## src/rtl/lcd_cmd_seq_if.sv

```systemverilog
// Host/controller signal bundle for lcd_cmd_seq.
// Optional feature macro: CMD_CHECK_EN adds the cmd_err strobe.
// slave = sequencer side, master = host/controller (or testbench) side.
interface lcd_cmd_seq_if #(
    parameter int AW = 4
) ();
    logic [3:0]  host_cmd;
    logic        host_push;
    logic        host_full;
    logic [AW:0] fifo_count;
    logic [3:0]  lcd_cmd;
    logic        lcd_cmd_valid;
    logic        lcd_busy;
    logic        lcd_done;
    logic        seq_idle;
    logic        seq_done;
    logic        ovf_err;
    logic        ack_err;
`ifdef CMD_CHECK_EN
    logic        cmd_err;

    modport slave (
        input  host_cmd, host_push, lcd_busy, lcd_done,
        output host_full, fifo_count, lcd_cmd, lcd_cmd_valid,
               seq_idle, seq_done, ovf_err, ack_err, cmd_err
    );
    modport master (
        output host_cmd, host_push, lcd_busy, lcd_done,
        input  host_full, fifo_count, lcd_cmd, lcd_cmd_valid,
               seq_idle, seq_done, ovf_err, ack_err, cmd_err
    );
`else
    modport slave (
        input  host_cmd, host_push, lcd_busy, lcd_done,
        output host_full, fifo_count, lcd_cmd, lcd_cmd_valid,
               seq_idle, seq_done, ovf_err, ack_err
    );
    modport master (
        output host_cmd, host_push, lcd_busy, lcd_done,
        input  host_full, fifo_count, lcd_cmd, lcd_cmd_valid,
               seq_idle, seq_done, ovf_err, ack_err
    );
`endif
endinterface

```

## src/rtl/lcd_cmd_seq.sv

```systemverilog
// LCD command sequencer: queues host commands in a FIFO and issues them one
// at a time to the image controller, waiting for busy/done handshakes.
// A WRITE (code 0) ends the run once done is seen.
// Optional feature macro: CMD_CHECK_EN rejects codes above 11 and pulses cmd_err.
module lcd_cmd_seq #(
    parameter int DEPTH  = 16,
    parameter int AW     = 4,
    parameter int ACK_TO = 4
) (
    input  logic          clk,
    input  logic          reset,
    lcd_cmd_seq_if.slave  bus
);
    localparam int TW = $clog2(ACK_TO) + 1;

    typedef enum logic [2:0] {S_IDLE, S_ISSUE, S_ACK, S_RUN, S_DONE} state_t;

    state_t          state_q, state_d;
    logic [3:0]      mem [DEPTH];
    logic [AW-1:0]   wr_ptr, rd_ptr;
    logic [AW:0]     count_q, count_d;
    logic [TW-1:0]   timer_q, timer_d;
    logic [3:0]      cur_cmd;
    logic            push_ok, pop, issue, ack_fail, cmd_bad;
    logic            full_q, valid_q, idle_q, done_q, ovf_q, ack_q;
    logic [3:0]      lcd_cmd_q;

`ifdef CMD_CHECK_EN
    logic            cmd_err_q;
    assign cmd_bad     = (bus.host_cmd > 4'd11);
    assign bus.cmd_err = cmd_err_q;

    // One-cycle strobe for every rejected out-of-range push
    always_ff @(posedge clk or posedge reset) begin
        if (reset) cmd_err_q <= 1'b0;
        else       cmd_err_q <= bus.host_push && cmd_bad;
    end
`else
    assign cmd_bad = 1'b0;
`endif

    assign push_ok           = bus.host_push && !full_q && !cmd_bad;
    assign bus.host_full     = full_q;
    assign bus.fifo_count    = count_q;
    assign bus.lcd_cmd       = lcd_cmd_q;
    assign bus.lcd_cmd_valid = valid_q;
    assign bus.seq_idle      = idle_q;
    assign bus.seq_done      = done_q;
    assign bus.ovf_err       = ovf_q;
    assign bus.ack_err       = ack_q;

    // Next occupancy from accepted push and FSM pop
    always_comb begin
        count_d = count_q;
        if (push_ok && !pop)      count_d = count_q + (AW+1)'(1);
        else if (!push_ok && pop) count_d = count_q - (AW+1)'(1);
    end

    // FIFO storage; contents need no reset since pointers define validity
    always_ff @(posedge clk) begin
        if (push_ok) mem[wr_ptr] <= bus.host_cmd;
    end

    // FIFO pointers and occupancy
    always_ff @(posedge clk or posedge reset) begin
        if (reset) begin
            wr_ptr  <= '0;
            rd_ptr  <= '0;
            count_q <= '0;
        end else begin
            if (push_ok) wr_ptr <= wr_ptr + AW'(1);
            if (pop)     rd_ptr <= rd_ptr + AW'(1);
            count_q <= count_d;
        end
    end

    // FSM state and acknowledge timer registers
    always_ff @(posedge clk or posedge reset) begin
        if (reset) begin
            state_q <= S_IDLE;
            timer_q <= '0;
        end else begin
            state_q <= state_d;
            timer_q <= timer_d;
        end
    end

    // Next-state and control decode
    always_comb begin
        state_d  = state_q;
        timer_d  = timer_q;
        pop      = 1'b0;
        issue    = 1'b0;
        ack_fail = 1'b0;
        case (state_q)
            S_IDLE: begin
                if (count_q != '0 && !bus.lcd_busy) state_d = S_ISSUE;
            end
            S_ISSUE: begin
                // Busy rising during the issue cycle defers the strobe, so a
                // strobe never follows a cycle with busy high.
                if (bus.lcd_busy) begin
                    state_d = S_IDLE;
                end else begin
                    issue   = 1'b1;
                    pop     = 1'b1;
                    timer_d = '0;
                    state_d = S_ACK;
                end
            end
            S_ACK: begin
                if (bus.lcd_busy) begin
                    state_d = S_RUN;
                end else if (timer_q == TW'(ACK_TO - 1)) begin
                    ack_fail = 1'b1;
                    state_d  = S_IDLE;
                end else begin
                    timer_d = timer_q + TW'(1);
                end
            end
            S_RUN: begin
                if (!bus.lcd_busy) begin
                    if (cur_cmd != 4'd0)   state_d = S_IDLE;
                    else if (bus.lcd_done) state_d = S_DONE;
                end
            end
            S_DONE:  state_d = S_DONE;
            default: state_d = S_IDLE;
        endcase
    end

    // Registered outputs and sticky error/status flags
    always_ff @(posedge clk or posedge reset) begin
        if (reset) begin
            lcd_cmd_q <= '0;
            cur_cmd   <= '0;
            valid_q   <= 1'b0;
            full_q    <= 1'b0;
            idle_q    <= 1'b0;
            done_q    <= 1'b0;
            ovf_q     <= 1'b0;
            ack_q     <= 1'b0;
        end else begin
            valid_q <= issue;
            if (issue) begin
                lcd_cmd_q <= mem[rd_ptr];
                cur_cmd   <= mem[rd_ptr];
            end
            full_q <= (count_d == (AW+1)'(DEPTH));
            idle_q <= (state_d == S_IDLE) && (count_d == '0);
            if (state_d == S_DONE)                        done_q <= 1'b1;
            if (bus.host_push && full_q && !cmd_bad)      ovf_q  <= 1'b1;
            if (ack_fail)                                 ack_q  <= 1'b1;
        end
    end
endmodule

```

## src/flat_wrapper.sv

```systemverilog
// flat-port wrapper written by rule: the top's interface ports become plain ports
module lcd_cmd_seq_flat 
#(
    parameter int DEPTH  = 16,
    parameter int AW     = 4,
    parameter int ACK_TO = 4
)
  (clk, reset, bus_host_cmd, bus_host_push, bus_lcd_busy, bus_lcd_done, bus_host_full, bus_fifo_count, bus_lcd_cmd, bus_lcd_cmd_valid, bus_seq_idle, bus_seq_done, bus_ovf_err, bus_ack_err);
  lcd_cmd_seq_if #(.AW(AW)) bus_i ();
  input  logic clk;
  input  logic reset;
  input wire logic [$bits(bus_i.host_cmd)-1:0] bus_host_cmd;
  input wire logic [$bits(bus_i.host_push)-1:0] bus_host_push;
  input wire logic [$bits(bus_i.lcd_busy)-1:0] bus_lcd_busy;
  input wire logic [$bits(bus_i.lcd_done)-1:0] bus_lcd_done;
  output wire logic [$bits(bus_i.host_full)-1:0] bus_host_full;
  output wire logic [$bits(bus_i.fifo_count)-1:0] bus_fifo_count;
  output wire logic [$bits(bus_i.lcd_cmd)-1:0] bus_lcd_cmd;
  output wire logic [$bits(bus_i.lcd_cmd_valid)-1:0] bus_lcd_cmd_valid;
  output wire logic [$bits(bus_i.seq_idle)-1:0] bus_seq_idle;
  output wire logic [$bits(bus_i.seq_done)-1:0] bus_seq_done;
  output wire logic [$bits(bus_i.ovf_err)-1:0] bus_ovf_err;
  output wire logic [$bits(bus_i.ack_err)-1:0] bus_ack_err;
  assign bus_i.host_cmd = bus_host_cmd;
  assign bus_i.host_push = bus_host_push;
  assign bus_i.lcd_busy = bus_lcd_busy;
  assign bus_i.lcd_done = bus_lcd_done;
  assign bus_host_full = bus_i.host_full;
  assign bus_fifo_count = bus_i.fifo_count;
  assign bus_lcd_cmd = bus_i.lcd_cmd;
  assign bus_lcd_cmd_valid = bus_i.lcd_cmd_valid;
  assign bus_seq_idle = bus_i.seq_idle;
  assign bus_seq_done = bus_i.seq_done;
  assign bus_ovf_err = bus_i.ovf_err;
  assign bus_ack_err = bus_i.ack_err;
  lcd_cmd_seq #(.DEPTH(DEPTH), .AW(AW), .ACK_TO(ACK_TO)) u_core (.clk(clk), .reset(reset), .bus(bus_i));
endmodule
```

## config.mk

```make
export PLATFORM = sky130hd
export DESIGN_NAME = lcd_cmd_seq_flat
export DESIGN_NICKNAME = d
export VERILOG_FILES = /design/src/rtl/lcd_cmd_seq_if.sv /design/src/rtl/lcd_cmd_seq.sv /design/src/flat_wrapper.sv
export SDC_FILE = /design/constraint.sdc
export NUM_CORES = 1
export LEC_CHECK = 0
export CELL_PAD_IN_SITES_DETAIL_PLACEMENT = 0
export CELL_PAD_IN_SITES_GLOBAL_PLACEMENT = 1
export CORE_ASPECT_RATIO = 0.5
export CORE_UTILIZATION = 48
export CTS_CLUSTER_DIAMETER = 60
export DETAILED_ROUTE_END_ITERATION = 7
export DONT_BUFFER_PORTS = 1
export PLACE_DENSITY = 0.82
export SYNTH_ARGS = -nofsm -noshare
export SYNTH_HDL_FRONTEND = slang
export SYNTH_SLANG_ARGS = --single-unit
```

## constraint.sdc

```tcl
create_clock -name clk -period 1.8 [get_ports clk]
set_input_delay 0.54 -clock clk [delete_from_list [all_inputs] [get_ports clk]]
set_output_delay 0.54 -clock clk [all_outputs]
set_load 0.01 [all_outputs]
```

; ---- Word level (Yosys, flattened, before mapping)
; Memory sizes are Yosys's and may differ from the RTL's. A register that Yosys moved wholly into a read port is not among the register bits.
; Cells that the tools add are included.
[op_classes]
mux = 21
n_addsub = 5
reduce_logical = 17
n_eq_ne = 10
[op_table]
columns = cell, n
row1 = $mux W3, 9
row2 = $pmux W3 S5, 1
row3 = $mux W5, 2
row4 = $eq A3 B2 Y1 const B, 3
row5 = $add A4 B1 Y4 const B, 2
row6 = $mux W1, 7
row7 = $eq A3 B3 Y1 const B, 2
row8 = $logic_and A1 B1 Y1, 6
row9 = $logic_not A3 Y1, 2
row10 = $ne A2 B2 Y1 const B, 3
row11 = $pmux W3 S2, 1
row12 = $add A5 B1 Y5 const B, 1
row13 = $eq A5 B5 Y1 const B, 1
row14 = $logic_not A5 Y1, 1
row15 = $reduce_bool A5 Y1, 1
row16 = $sub A5 B1 Y5 const B, 1
row17 = $logic_not A1 Y1, 4
row18 = $reduce_and A4 Y1, 1
row19 = $reduce_bool A4 Y1, 1
row20 = $add A3 B1 Y3 const B, 1
row21 = $eq A3 B1 Y1 const B, 1
row22 = $mux W2, 1
row23 = $reduce_bool A2 Y1, 1
[totals]
input_bits = 9
mem_bits_rw = 64
word_cells = 65
reg_bits = 25
mem_count = 1
[memory_table]
columns = name, depth, width, read_ports, rd_clocked_by_memory_dff, wr, line_no
row1 = u_core.mem, 16, 4, 1, 1, 1, lcd_cmd_seq.sv:19  ; logic [3:0] mem [DEPTH];

; ---- Longest topological paths before layout
; Gate-level depths: netlist of run 1.
[logic_depth]
depth_word = 8
depth_mapped = 9

; ---- Least setup slack after synthesis of run 1
; OpenSTA, ideal clock, no wires.
[synth_timing]
path_type = input -> register
startpoint = input port bus_lcd_busy
endpoint = register u_core.idle_q (netlist: u_core.bus.seq_idle)
setup_ps = 96
t_arrival_ps = 1935
cell_stages = 6
path_slack_ps = -230
n_path_buf = 1
path_cell_list = or4b_1 buf_6 nor4_2 o21a_1 o2111ai_1 nor4_2
[synth_between]
elab_chain_cells = 7
elab_cells_between_ends = 17
[synth_lines]
columns = element, line_no
row1 = from (decl), flat_wrapper.sv:14  ; input wire logic [$bits(bus_i.lcd_busy)-1:0] bus_lcd_busy;
row2 = $mux W1, lcd_cmd_seq.sv:102  ; if (bus.lcd_busy) begin
row3 = $mux W1, lcd_cmd_seq.sv:95  ; case (state_q)
row4 = $logic_and A1 B1 Y1 / $logic_not A1 Y1 (equally long branches), "lcd_cmd_seq.sv:56, lcd_cmd_seq.sv:55"
row5 = $mux W5 / $logic_and A1 B1 Y1 (equally long branches), "lcd_cmd_seq.sv:56, lcd_cmd_seq.sv:55"
row6 = $mux W5, lcd_cmd_seq.sv:55  ; if (push_ok && !pop) count_d = count_q + (AW+1)'(1);
row7 = $logic_not A5 Y1, lcd_cmd_seq.sv:150  ; idle_q <= (state_d == S_IDLE) && (count_d == '0);
row8 = $logic_and A1 B1 Y1 (*), lcd_cmd_seq.sv:150
row9 = to (signal assigned), lcd_cmd_seq.sv:150
row10 = to (decl), lcd_cmd_seq.sv:25  ; logic full_q, valid_q, idle_q, done_q, ovf_q, ack_q;
; Mark *: on every way between the ends. The rest lies on a longest branch, timed or not.
; A chain may end at the register's enable or synchronous reset.

; ---- Worst setup path in the final report of run 1
[layout_timing]
startpoint = register u_core.state_q[2]
endpoint = register u_core.full_q (netlist: u_core.bus.host_full)
[layout_between]
elab_chain_cells = 6
elab_cells_between_ends = 8
[layout_lines]
columns = element, line_no
row1 = from (decl), lcd_cmd_seq.sv:18  ; state_t state_q, state_d;
row2 = from (signal assigned), lcd_cmd_seq.sv:83  ; state_q <= state_d;
row3 = $eq A3 B1 Y1 (*), lcd_cmd_seq.sv:95
row4 = $mux W1 (*), lcd_cmd_seq.sv:95
row5 = $logic_and A1 B1 Y1 / $logic_not A1 Y1 (equally long branches), "lcd_cmd_seq.sv:56, lcd_cmd_seq.sv:55"
row6 = $mux W5 / $logic_and A1 B1 Y1 (equally long branches), "lcd_cmd_seq.sv:56, lcd_cmd_seq.sv:55"
row7 = $mux W5 (*), lcd_cmd_seq.sv:55
row8 = named net u_core.count_d[4], lcd_cmd_seq.sv:21  ; logic [AW:0] count_q, count_d;
row9 = $eq A5 B5 Y1 (*), lcd_cmd_seq.sv:149  ; full_q <= (count_d == (AW+1)'(DEPTH));
row10 = to (signal assigned), lcd_cmd_seq.sv:149
row11 = to (decl), lcd_cmd_seq.sv:25
; Mark *: on every way through the listed nets, which the timed path passes. The rest lies on a longest branch.

==> results of run 1 <==
-- routing by layer --
metal  share of wire, %  global-route usage (%)  vias to the layer above
met2                 50                   34.39                       54
met4               0.78                   6.686                        0
li1                   -                       -                     1052
met5                  0                       0                        -
met3                6.1                   6.621                        5
met1                 43                   24.67                     1179
-- logic make-up after synthesis --
family	after synthesis	synth area share [%]
AOI/OAI and AO/OA	24	4.132
xor gates and xnor gates	9	1.957
adders and majority gates	9	2.796
buffers and inverters	20	2.423
DFF	93	65.73
muxes	27	11.77
and+or+nand+nor	77	11.18
-- flip-flops by register name, summed over array words and instances, names as in the netlist --
| name | cells |
|---|---|
| u_core.timer_q | 3 |
| u_core.bus.fifo_count | 5 |
| u_core.bus.ack_err | 1 |
| u_core.state_q | 3 |
| u_core.bus.seq_done | 1 |
| u_core.mem | 64 |
| u_core.bus.lcd_cmd_valid | 1 |
| u_core.wr_ptr | 4 |
| u_core.bus.host_full | 1 |
| u_core.bus.seq_idle | 1 |
| u_core.rd_ptr | 4 |
| u_core.bus.lcd_cmd | 4 |
| u_core.bus.ovf_err | 1 |
-- power breakdown --
part	internal, uW	total, uW	leakage, uW	switching, uW
Clock	945	1750	0.000128	800
Combinational	1320	2670	0.000699	1350
Sequential	2720	3050	0.000944	329
Total	4980	7460	0.00177	2480
-- cell type report --
| class | count | area [um^2] |
|---|---|---|
| fillers | 604 | 3337 |
| flip-flops and latches | 93 | 2648 |
| multi-input cells | 146 | 1358 |
| repair buffers | 32 | 265.3 |
| clock buffers | 10 | 229.0 |
| well taps | 112 | 140.1 |
| clock inverters | 6 | 45.04 |
| inverters | 9 | 36.28 |
-- critical path: stages, from the launching register on --
cell,delay (ps)
dfrtp_1,380
or4b_4,590
and3_4,190
a32oi_2,240
xnor2_2,170
and4bb_1,220
-- what timing repair did --
| item | CTS | global route |
|---|---|---|
| gates resized for setup | 7 | 6 |
| setup endpoints to repair | 2 | 7 |
| pin swaps | 9 | 3 |
| setup buffers | 1 | 0 |
-- metrics by stage --
| step | setup slack [ps] | utilization (%) |
|---|---|---|
| 2_1_floorplan | -141.5 | - |
| 3_3_place_gp | -143.6 | 54.36 |
| 3_5_place_dp | -180.1 | 54.36 |
| 4_1_cts | -48.82 | 58.28 |
| 5_1_grt | -146.2 | 58.59 |
| 6_report | -51.20 | 58.59 |
-- path summary, 6_finish.rpt --
check | end | slack [ps]
min | u_core.bus.fifo_count[0]$_DFF_PP0_ | 30
max in group asynchronous | u_core.rd_ptr[3]$_DFFE_PP0P_ | 1350
max | u_core.bus.host_full$_DFF_PP0_ | -50
min reg2reg | u_core.timer_q[1]$_DFFE_PP0P_ | 510
min in group clk | u_core.mem[12][0]$_DFFE_PP_ | 290
max reg2reg | u_core.bus.host_full$_DFF_PP0_ | -50
-- cells in the final DEF, fill, tap and decap left out, types with 3 or more instances in the layout --
cell,netlist,routed
xnor2_1,9,8
nand2_1,15,15
mux2_2,3,3
mux4_2,16,16
and2_1,16,16
nor2_1,8,6
ha_1,9,9
o21ai_0,7,7
inv_1,8,8
nor3_1,10,8
mux2i_1,8,6
nand3_1,4,4
a21oi_1,5,5
edfxtp_1,64,64
dfrtp_1,29,29
buf_4,1,30
nor3b_1,4,4
inv_6,0,3
clkbuf_16,0,9
==> flow_summary.toml, run 1 <==
[synth]
yosysMostFrequentCell = "edfxtp_1"
yosysTopAreaCell = "edfxtp_1"
syn_inst = 259
synth_area_leaders = "edfxtp_1 48%, dfrtp_1 18%, mux4_2 8.9%"
synth_edf_count = 64
synth-seq-cells = 93
synth_top_area_share_pct = 47.72
syn-cell-area_um2 = 4028
synth_cell_types = 47
synth_common_cells = "64 x edfxtp_1, 29 x dfrtp_1, 16 x and2_1, 16 x mux4_2, 15 x nand2_1"
synth_warnings = 0
synthFlopType = "edfxtp_1"
async_flop_share_pct = 31.18
synth_area_per_cell_um2 = 15.55
yosysSeqAreaShare_pct = 65.73
syn-num-nets = 277

[sta]
setup_ws_ps = -51.20
max_slew_margin_pct = 75.36
max_freq_mhz = 540.2
finalMaxSlewViolations = 0
period_needed_ps = 1851
hold_ws_ps = 26.15
hold_viol = 0
finClkSkew_ps = 6.993
setup_tns_ps = -98.77
setup_viol = 2
min_period_over_period_pct = 102.8
rsz0062_at_grt = "true"
worst_slew_pin_slew_ps = 360.3

[setup_path]
path_max_fanout = 6
end_kind = "flop"
rr_startpoint = "u_core.state_q[2]$_DFF_PP0_"
critPathArrivalTime_ps = 2130
cp-start-kind = "flop"
ff2ff_path_depth = 5
worstSetupPathType = "reg -> reg"
critPathLaunch = "u_core.state_q[2]$_DFF_PP0_"
required_ps = 2080

[drt]
drtAntennaViolNets = 0
firstDrtPassIters = 6
routedWlPerCell_um = 19.44
vias = 2290
routed_wl_mm = 7.933
drt_iter0_drc = 135
viasPerCell = 5.613
drc_errors = 1

[clock_network]
cts_root_buffer = "clkbuf_16"
tritoncts = "yes"
htreeDepth = 3
insertion_delay_ps = 350
cts_max_path_buffers = 2
cts_sinks = 93
hold_buffers = 0
path_clk_slew_ps = 70
cts_buffers = 9

[run]
maxCapViolCount = 0

[placement]
io_buffer_count = 0
dp_cells = 391
place_congestion = 0.8369
place_area_um2 = 4380
place_hpwl_mm = 5.499

[die]
start_util_pct = 49.98
die-width_um = 131.5
fp.dieH_um = 66.77
io_pins = 24
placementRows = 23
coreArea_um2 = 8058
die_area_um2 = 8783

[final_layout]
layout.cells.non_filler = 408
final_layout_size_suffix_gt1_share_pct = 29.05
antenna_cells = 0
final_nets = 309
design_area_um2 = 4721
area_growth_pct = 17.21

[hold_path]
hold_path_class = "in -> async"

[grt]
grt_pass1_wl_mm = 12.69
grt_pass1_vias = 2382
grt_use_total_pct = 20.19
antenna_found_initial = 0
grt-ovfl-total = 0
grt_max_degree = 25

[status]
status = "finished, violations left"
violations = "DRC, setup timing"

[power_and_ir_drop]
leakage_uw = 0.001770
p_total_uw = 7459
power_density_nw_per_um2 = 1580
vdd_drop_max_v = 0.0009153
No activity file was read; power rests on OpenSTA's default activity.
==> inputs of run 2 (changes only) <==
--- a/config.mk
+++ b/config.mk
@@ -12,6 +12,7 @@
 export CTS_CLUSTER_DIAMETER = 60
 export DETAILED_ROUTE_END_ITERATION = 7
 export DONT_BUFFER_PORTS = 1
+export GPL_TIMING_DRIVEN = 1
 export PLACE_DENSITY = 0.82
 export SYNTH_ARGS = -nofsm -noshare
 export SYNTH_HDL_FRONTEND = slang
==> results of run 2 <==
The final DEF is identical to that of run 1; final timing and power are the same.
==> inputs of run 3 (changes only) <==
--- a/config.mk
+++ b/config.mk
@@ -13,7 +13,7 @@
 export DETAILED_ROUTE_END_ITERATION = 7
 export DONT_BUFFER_PORTS = 1
 export GPL_TIMING_DRIVEN = 1
-export PLACE_DENSITY = 0.82
+export PLACE_DENSITY = 0.86
 export SYNTH_ARGS = -nofsm -noshare
 export SYNTH_HDL_FRONTEND = slang
 export SYNTH_SLANG_ARGS = --single-unit
==> run 3 against run 2 <==
  * The flow finishes with violations (setup timing)
  * Critical path depth unchanged
  * Worst hold slack improved by 31 ps
  * Combinational power decreased by 3%
  * Non-clock buffer count decreased by 1
  * Utilization decreased by 0.31 points
  * Highest routed layer unchanged
  * Setup slack got worse by 26 ps
  * Largest power group unchanged
  * Cell count decreased by 0.49%
==> flow_summary.toml, run 3 (synthesis results as in run 1) <==
[drt]
routedWlPerCell_um = 18.76
drt_iter0_drc = 169
drc_errors = 0
drtAntennaViolNets = 0
firstDrtPassIters = 4
vias = 2275
routed_wl_mm = 7.615
viasPerCell = 5.603

[final_layout]
antenna_cells = 0
top_register = "u_core.mem"
area_growth_pct = 16.59
final_cell_mix = "64 x edfxtp_1, 29 x buf_4, 29 x dfrtp_1"
utilization_pct = 58.28
layout_commonest_cell = "edfxtp_1"
layout.cells.non_filler = 406
largest_register_ff_count = 64
final_layout_size_suffix_gt1_share_pct = 27.21
final_nets = 308
design_area_um2 = 4696

[sta]
setup_ws_ps = -77.27
finalMaxSlewViolations = 0
max_slew_margin_pct = 72.46
hold_viol = 0
setup_viol = 2
finClkSkew_ps = 9.905
rsz0062_at_grt = "true"
worst_slew_pin_slew_ps = 402.7
period_needed_ps = 1877
max_freq_mhz = 532.7
min_period_over_period_pct = 104.3

[power_and_ir_drop]
p_seq_share_pct = 41.2
pwr-share-comb_pct = 35.2
vdd_drop_max_v = 0.0005728
p_total_uw = 7386
power_density_nw_per_um2 = 1573
leakage_uw = 0.001755
power_switching_uw = 2437
p_int_uw = 4950
p_clk_share_pct = 23.6
swShare_pct = 32.99

[status]
status = "finished, violations left"
violations = "setup timing"

[die]
placementRows = 23
io_pins = 24
fp.dieH_um = 66.77
die-width_um = 131.5
start_util_pct = 49.98
coreArea_um2 = 8058
die_area_um2 = 8783

[clock_network]
htreeDepth = 3
cts_root_buffer = "clkbuf_16"
insertion_delay_ps = 340
cts_buffers = 9
tritoncts = "yes"
path_clk_slew_ps = 70
cts_max_path_buffers = 2
cts_sinks = 93

[grt]
grt_use_total_pct = 18.60
grt_pass1_wl_mm = 11.82
grt_max_degree = 22
grt-ovfl-total = 0
grt_pass1_vias = 2238
antenna_found_initial = 0

[placement]
place_hpwl_mm = 5.298
post-place-ws_ps = -211.2
io_buffer_count = 0
place_congestion = 0.8658
dp_cells = 390
place_area_um2 = 4373

[setup_path]
end_kind = "flop"
cp-start-kind = "flop"
worstSetupPathType = "reg -> reg"
required_ps = 2050
slowest_stage = "or4b_4"
path_max_fanout = 7
critPathArrivalTime_ps = 2130
cp_slowest_stage_delay_ps = 620
path_cells = "or4b_4, and3_4, a32oi_4, xnor2_2, nor4_2"

[run]
maxCapViolCount = 0

[hold_path]
hold_path_class = "in -> async"
run 3: cell types whose count changed in the layout (fill, tap and decap cells not counted), sizes merged:
cell / before / now
clkbuf: 10 / 9
buf: 32 / 31
clkinv: 1 / 2
inv: 12 / 11
run 3: final cells by class:
class                      instances  area, um^2
multi-input combinational        146        1343
tap                              112       140.1
clock inverter                     6       46.29
timing repair buffer              31       257.7
inverter                           9       36.28
clock buffer                       9       225.2
fill                             590        3362
sequential                        93        2648
run 3: repair_timing:
action / 4_1_cts / 5_1_grt
buffers inserted: 1 / 0
setup endpoints to repair: 2 / 19
pin swaps: 3 / 2
resized for setup: 1 / 6
hold buffers: 0 / 0
run 3: final timing paths:
path | start | to | slack (ps) | depth (start not counted)
setup / recovery | u_core.state_q[2]$_DFF_PP0_ | u_core.bus.seq_idle$_DFF_PP0_ | -80 | 5
hold / removal | reset | u_core.bus.fifo_count[1]$_DFF_PP0_ | 60 | 1
setup reg to reg | u_core.state_q[2]$_DFF_PP0_ | u_core.bus.seq_idle$_DFF_PP0_ | -80 | 5
hold reg to reg | u_core.timer_q[2]$_DFFE_PP0P_ | u_core.timer_q[2]$_DFFE_PP0P_ | 510 | 1
max in group asynchronous | reset | u_core.bus.lcd_cmd[1]$_DFFE_PP0P_ | 1290 | 2
min in group clk | bus_host_cmd[0] | u_core.mem[14][0]$_DFFE_PP_ | 290 | 0
run 3: metal layers:
layer / GRT usage (%) / routed length, um
met5: 0 / 0
met1: 23.74 / 3216
met3: 5.632 / 641
met4: 5.814 / 36
met2: 30.95 / 3721
run 3: worst max-delay path, delay by kind of cell (launching register included):
family / cells / cell delay (ps)
flops: 1 / 380
simple gates: 3 / 1100
xor+xnor: 1 / 120
compound gates: 1 / 200
run 3: power by group through the flow:
stage | combinational, uW | clock, uW | sequential, uW
after floorplan | 1620 | 0 | 3070
after global placement | 2430 | 0 | 3050
after detailed placement | 2510 | 0 | 3080
after CTS | 2550 | 1750 | 3040
after global routing | 2810 | 1840 | 3090
final | 2600 | 1740 | 3050
run 3: through the flow:
step / TNS (ps) / hold WS, ps
after CTS: -131.0 / 56.32
after detailed placement: -391.6 / 423.1
after global placement: -268.2 / 415.5
after global routing: -348.1 / 61.94
final: -146.3 / 56.88
after floorplan: -1651 / 479.3
